### config.mk
export PLATFORM = sky130hd
export DESIGN_NAME = bcd_scan_counter
export DESIGN_NICKNAME = d
export VERILOG_FILES = /design/src/rtl/bcd_scan_counter_pkg.sv /design/src/rtl/bcd_scan_counter_tick_gen.sv /design/src/rtl/bcd_scan_counter.sv
export SDC_FILE = /design/constraint.sdc
export NUM_CORES = 1
export LEC_CHECK = 0
export CORE_UTILIZATION = 30
export DETAILED_ROUTE_END_ITERATION = 16
export GPL_TIMING_DRIVEN = 0
export PLACE_DENSITY = 0.5
export SLEW_MARGIN = 10
export SYNTH_ARGS = -nofsm -noshare
export SYNTH_HDL_FRONTEND = slang
export SYNTH_HIERARCHICAL = 1
export SYNTH_SLANG_ARGS = --single-unit
### constraint.sdc
create_clock -name clk -period 2.43 [get_ports clk]
set_input_delay 0.3645 -clock clk [delete_from_list [all_inputs] [get_ports clk]]
set_output_delay 0.3645 -clock clk [all_outputs]
set_load 0.01 [all_outputs]
### src/rtl/bcd_scan_counter_pkg.sv
// ----------------------------------------------------------------------------
// bcd_scan_counter_pkg
//   Shared definitions for the two-digit display path: BCD digit width and
//   limit, the run/stop state encoding, the scan-select polarity shared with
//   the downstream SSD select stage, and the two-digit BCD step function.
// ----------------------------------------------------------------------------
package bcd_scan_counter_pkg;

    localparam int           BCD_W   = 4;
    localparam logic [3:0]   BCD_MAX = 4'd9;

    // scan_en level that makes the SSD select stage show the ones digit
    localparam logic SSD_SEL_ONES = 1'b1;

    typedef enum logic {
        STOP = 1'b0,
        RUN  = 1'b1
    } state_t;

    typedef struct packed {
        logic [BCD_W-1:0] tens;
        logic [BCD_W-1:0] ones;
    } bcd2_t;

    // One count step on a two-digit BCD value, wrapping 99<->00.
    // Any non-BCD digit (only reachable by forcing) collapses to 00.
    function automatic bcd2_t bcd_next(input bcd2_t cur, input logic up);
        bcd2_t nxt;
        nxt = cur;
        if (cur.ones > BCD_MAX || cur.tens > BCD_MAX) begin
            nxt = '0;
        end else if (up) begin
            if (cur.ones == BCD_MAX) begin
                nxt.ones = '0;
                nxt.tens = (cur.tens == BCD_MAX) ? '0 : cur.tens + 4'd1;
            end else begin
                nxt.ones = cur.ones + 4'd1;
            end
        end else begin
            if (cur.ones == '0) begin
                nxt.ones = BCD_MAX;
                nxt.tens = (cur.tens == '0) ? BCD_MAX : cur.tens - 4'd1;
            end else begin
                nxt.ones = cur.ones - 4'd1;
            end
        end
        return nxt;
    endfunction

endpackage

### src/rtl/bcd_scan_counter_tick_gen.sv
// ----------------------------------------------------------------------------
// tick_gen
//   Modulo-DIV enable divider. The counter advances only while en is high and
//   holds otherwise, so a paused count resumes where it stopped. pulse is high
//   (combinationally) on the last count of each period; the parent registers
//   it. clr zeroes the counter and suppresses that cycle's pulse.
//
//   Ports:
//     clk   in  system clock
//     rst   in  synchronous active-high reset
//     en    in  count enable
//     clr   in  synchronous counter clear
//     pulse out period-complete strobe (en && !clr && cnt == DIV-1)
// ----------------------------------------------------------------------------
module tick_gen #(
    parameter int DIV = 2
) (
    input  logic clk,
    input  logic rst,
    input  logic en,
    input  logic clr,
    output logic pulse
);

    // DIV == 1 still needs a 1-bit counter; it simply never leaves 0
    localparam int            CW   = (DIV > 1) ? $clog2(DIV) : 1;
    localparam logic [CW-1:0] LAST = CW'(DIV - 1);

    logic [CW-1:0] cnt;
    logic          at_last;

    assign at_last = (cnt == LAST);
    assign pulse   = en & ~clr & at_last;

    always_ff @(posedge clk) begin
        if (rst || clr) begin
            cnt <= '0;
        end else if (en) begin
            cnt <= at_last ? '0 : cnt + CW'(1);
        end
    end

endmodule

### src/rtl/bcd_scan_counter.sv
// ----------------------------------------------------------------------------
// bcd_scan_counter
//   Two-digit BCD up/down counter with run/stop control and a display-scan
//   generator feeding the two-digit SSD select/mux stage.
//
//   Ports:
//     clk         in   system clock, rising edge
//     rst         in   synchronous active-high reset (highest priority)
//     start_stop  in   one-cycle pulse, toggles RUN/STOP
//     clr         in   level, clears digits and count divider (keeps state)
//     dir         in   1 = up, 0 = down; sampled on the step cycle
//     digit_ones  out  BCD ones digit (mux "a")
//     digit_tens  out  BCD tens digit (mux "b")
//     scan_en     out  1 = show ones, 0 = show tens (mux enable)
//     running     out  1 while in RUN
//     tick        out  one-cycle pulse when new digits become visible
// ----------------------------------------------------------------------------
module bcd_scan_counter
    import bcd_scan_counter_pkg::*;
#(
    parameter int CNT_DIV  = 100_000_000,
    parameter int SCAN_DIV = 100_000
) (
    input  logic             clk,
    input  logic             rst,
    input  logic             start_stop,
    input  logic             clr,
    input  logic             dir,
    output logic [BCD_W-1:0] digit_ones,
    output logic [BCD_W-1:0] digit_tens,
    output logic             scan_en,
    output logic             running,
    output logic             tick
);

    state_t state;
    logic   step;
    logic   scan_pulse;
    bcd2_t  cur;
    bcd2_t  nxt;

    // Count divider: paused (not reset) while stopped, cleared by clr.
    // Its enable is the registered running flag, which equals state == RUN.
    tick_gen #(.DIV(CNT_DIV)) u_cnt_div (
        .clk   (clk),
        .rst   (rst),
        .en    (running),
        .clr   (clr),
        .pulse (step)
    );

    // Scan divider: free-running, independent of run state and clr
    tick_gen #(.DIV(SCAN_DIV)) u_scan_div (
        .clk   (clk),
        .rst   (rst),
        .en    (1'b1),
        .clr   (1'b0),
        .pulse (scan_pulse)
    );

    assign cur = '{tens: digit_tens, ones: digit_ones};
    assign nxt = bcd_next(cur, dir);

    // step is already masked by clr inside the divider, so tick stays low on
    // a clear cycle. A start_stop coinciding with step still lets the step
    // land because the digit update does not look at start_stop.
    always_ff @(posedge clk) begin
        if (rst) begin
            state      <= STOP;
            running    <= 1'b0;
            digit_ones <= '0;
            digit_tens <= '0;
            tick       <= 1'b0;
            scan_en    <= SSD_SEL_ONES;
        end else begin
            if (scan_pulse) begin
                scan_en <= ~scan_en;
            end

            if (start_stop) begin
                state   <= (state == RUN) ? STOP : RUN;
                running <= (state == STOP);
            end

            tick <= step;

            if (clr) begin
                digit_ones <= '0;
                digit_tens <= '0;
            end else if (step) begin
                digit_ones <= nxt.ones;
                digit_tens <= nxt.tens;
            end
        end
    end

endmodule
==> run metrics, run 1 <==
Die Span Y=99.3 um; DP Area=3160 sq um; VDD IR max=0.000243 V; Inserted Diodes=0; multi-input combinational cell area=1650 sq um; largest cells by area after synthesis=dfxtp_1, xnor2_1, nor2_1, a21oi_1, xor2_1; EDFF count, synth=0; global-route wire length before repair=9750 um; # IOs=16; Hold Startpoint=u_cnt_div/cnt[24]$_SDFFE_PP0P_; Post-Syn Area per Cell=8.64 sq um; Pint=1.27 mW; CTS Sinks=55; count leader, synth=dfxtp_1; CTS Hold Bufs=0; Syn Inst Count=329; Max Root-Sink Buffers=2; Final TNS setup=0 ns; initial antenna violation count=0; critical path class=reg2reg; post-synthesis sequential area ratio=38.7%; mapped cell area=2840 sq um; post-synth top area cell=dfxtp_1; largest net degree at the start of global routing=17; via count=2361; Routed Antenna Nets=0; initial core utilization=30.9%; Slew Limit Fails=0; nets=367; core area=9200 sq um; status=completed; # setup viols final=0; Power Density=491 nW/um^2; First-pass DRT Iterations=4; Crit. End Element=flip-flop; Synthesis Warnings=6; Post-route DRC=0; CTS Buf Count=5; Die X=99.3 um; CTS tree=yes; RSZ-0062 raised after global routing=no; H-tree Lvls=2; unique cell type count in the Yosys netlist=53; CTS root buffer=clkbuf_8; global placement routability congestion=0.785; layout cell share with drive strength beyond 1=9.97%; CTS clock-pin slew for the worst setup and hold paths=0.10 ns; CP top delay family=simple AND/OR/NAND/NOR gates; number of global-route vias before repair=2157; Buf/Inv on CP=1; Startpoint Class=flip-flop; flops & latches, synth=55; DP HPWL=4120 um; Gate power share=4.0%; port bufs=15; Sw Ratio=21.5%; hold path endpoint=u_cnt_div/cnt[24]$_SDFFE_PP0P_; R2R Setup Slk=0.18 ns; CP peak stage delay=0.58 ns; FF/Latch Area=1100 sq um; Hold Path Cell Cnt=2; reg2reg end=u_cnt_div/cnt[25]$_SDFFE_PP0P_; crit-path most repeated cell=or4b_4; drt via density=5.00; Tcrit/Tclk final=92.6%; grt ovf=0; Site Rows=35; Worst EP required=2.62 ns; worst path cell trace=or4b_4 -> or4b_4 -> o31ai_4 -> buf_6 -> a21oi_1; top_reg_cell synth=dfxtp_1; wire per inst=12.2 um; final number of hold-violating endpoints=0; Hold Path Class=reg2reg; Die ar.=9860 sq um; max_cap viols=0; Total GRT Usage=11.9%; Worst EP arrival=2.44 ns; post-route cell area=3290 sq um; clock skew=0.00837 ns; Slew @ Worst Pin=0.540 ns; crit path max fanout=10; NetSw=347 uW; Slew headroom=63.7%; total power=1.61 mW; ys async rst share=0%; Starting DRT DRC Count=99; commonest cells in the netlist=dfxtp_1, nor2_1, a21oi_1; Area growth, synth to finish=15.9%; part of the power in registers=56.5%; Tmin final=2.25 ns; Leak Pwr=1.05 nW; R2R Path Start=u_cnt_div/cnt[17]$_SDFFE_PP0P_; Fmax=0.444 GHz; Worst-Skew Late Latency=0.31 ns; R2R depth=5; Crit-path slowest cell=or4b_4; final WL=5750 um; Fillers=969; Yosys top cell area share=38.7%; clock power share=39.6%
[sequential cells by signal (all words and copies together) (netlist names)]
name            count
u_cnt_div/cnt      27
u_scan_div/cnt     17
digit_ones          4
digit_tens          4
running             1
scan_en             1
tick                1
[cell type report]
cell class	instances	area share, %
Clock inverter	2	1.06
Tap cell	111	4.22
Buffer	15	3.50
Sequential cell	55	33.4
Multi-Input combinational cell	263	50.0
Clock buffer	6	2.51
Timing Repair Buffer	16	4.79
Inverter	4	0.456
[worst max path at each step]
stage,startpoint,end,slack [ns],cells past startpoint
2_1_floorplan,u_cnt_div/cnt[17]$_SDFFE_PP0P_,u_cnt_div/cnt[10]$_SDFFE_PP0P_,0.40,5
3_3_place_gp,u_cnt_div/cnt[14]$_SDFFE_PP0P_,digit_tens[2]$_SDFFE_PP0P_,0.08,8
3_5_place_dp,u_cnt_div/cnt[14]$_SDFFE_PP0P_,digit_tens[3]$_SDFFE_PP0P_,0.08,8
4_1_cts,u_cnt_div/cnt[14]$_SDFFE_PP0P_,digit_tens[3]$_SDFFE_PP0P_,0.04,8
5_1_grt,running$_SDFFE_PP0P_,u_cnt_div/cnt[17]$_SDFFE_PP0P_,0.06,6
6_report,u_cnt_div/cnt[17]$_SDFFE_PP0P_,u_cnt_div/cnt[25]$_SDFFE_PP0P_,0.18,5
[per-stage QoR]
| stage | cells | hold slack (ns) | util (%) | setup slack [ns] |
|---|---|---|---|---|
| after global placement | 464 | 0.470 | 34.4 | 0.0841 |
| after global routing | 472 | 0.526 | 35.8 | 0.0605 |
| after floorplan | 338 | 0.436 | - | 0.401 |
| after detailed placement | 464 | 0.469 | 34.4 | 0.0803 |
| final | 472 | 0.489 | 35.8 | 0.180 |
| after CTS | 472 | 0.487 | 35.7 | 0.0391 |
[cells by family after synthesis]
kind of cell	after synthesis	synth area share, %
and+or+nand+nor	155	30.9
AOI/OAI and AO/OA	61	13.8
DFF	55	38.7
xor gates and xnor gates	29	8.94
buffers and inverters	20	4.71
muxes	5	1.81
adders and majority gates	2	0.881
other	2	0.264
[power by group through the flow]
stage | sequential (mW) | clock, mW | combinational [mW]
2_1_floorplan | 0.930 | 0 | 0.0440
3_3_place_gp | 0.930 | 0 | 0.0686
3_5_place_dp | 0.930 | 0 | 0.0686
4_1_cts | 0.909 | 0.665 | 0.0690
5_1_grt | 0.914 | 0.699 | 0.0707
6_report | 0.912 | 0.639 | 0.0641
[per-layer routing]
| metal | vias to the layer above | GRT usage (%) | wire, um |
|---|---|---|---|
| met3 | 4 | 2.11 | 88 |
| met1 | 1081 | 15.5 | 2970 |
| met2 | 12 | 20.4 | 2650 |
| met4 | 0 | 3.05 | 46 |
| met5 | - | 0 | 0 |
| li1 | 1264 | - | - |
[layout by cell type, fill, tap and decap left out, types with 3 or more instances in the layout]
master	Yosys	routed
a21oi_1	22	22
clkdlybuf4s50_1	0	15
xnor2_1	17	17
o21ai_0	14	14
and3_2	4	4
buf_2	3	3
inv_1	4	4
or3_1	9	9
nand2_1	16	16
buf_6	5	5
or4_1	8	8
nand4_1	14	14
dfxtp_1	55	55
nor2b_1	4	4
and3_1	6	6
clkbuf_8	1	7
nor4b_1	3	3
conb_1	2	11
mux2i_1	4	4
nor4_1	8	7
nand3_1	19	19
a32o_1	3	3
nor2_2	3	3
and4_1	5	5
clkbuf_1	5	4
o31ai_1	6	6
nor3_1	9	9
xor2_1	12	12
nor2_1	33	33
buf_4	2	3
[worst reg2reg max path, cell delays in order (launching register included)]
cell and delay [ns]:
dfxtp_1 0.38, or4b_4 0.58, or4b_4 0.54, o31ai_4 0.38, buf_6 0.21, a21oi_1 0.05
[timing repair]
action,4_1_cts,5_1_grt
hold endpoints to repair,0,0
buffers inserted,0,1
endpoints found under the setup margin,0,7
resized for setup,0,1
Power figures use the tool's default switching activity.
==> run 2, diff against run 1 <==
--- a/config.mk
+++ b/config.mk
@@ -9,7 +9,6 @@
 export DETAILED_ROUTE_END_ITERATION = 16
 export GPL_TIMING_DRIVEN = 0
 export PLACE_DENSITY = 0.5
-export SLEW_MARGIN = 10
 export SYNTH_ARGS = -nofsm -noshare
 export SYNTH_HDL_FRONTEND = slang
 export SYNTH_HIERARCHICAL = 1
==> results of run 2 <==
No change in the layout: final DEF, timing and power equal those of run 1.
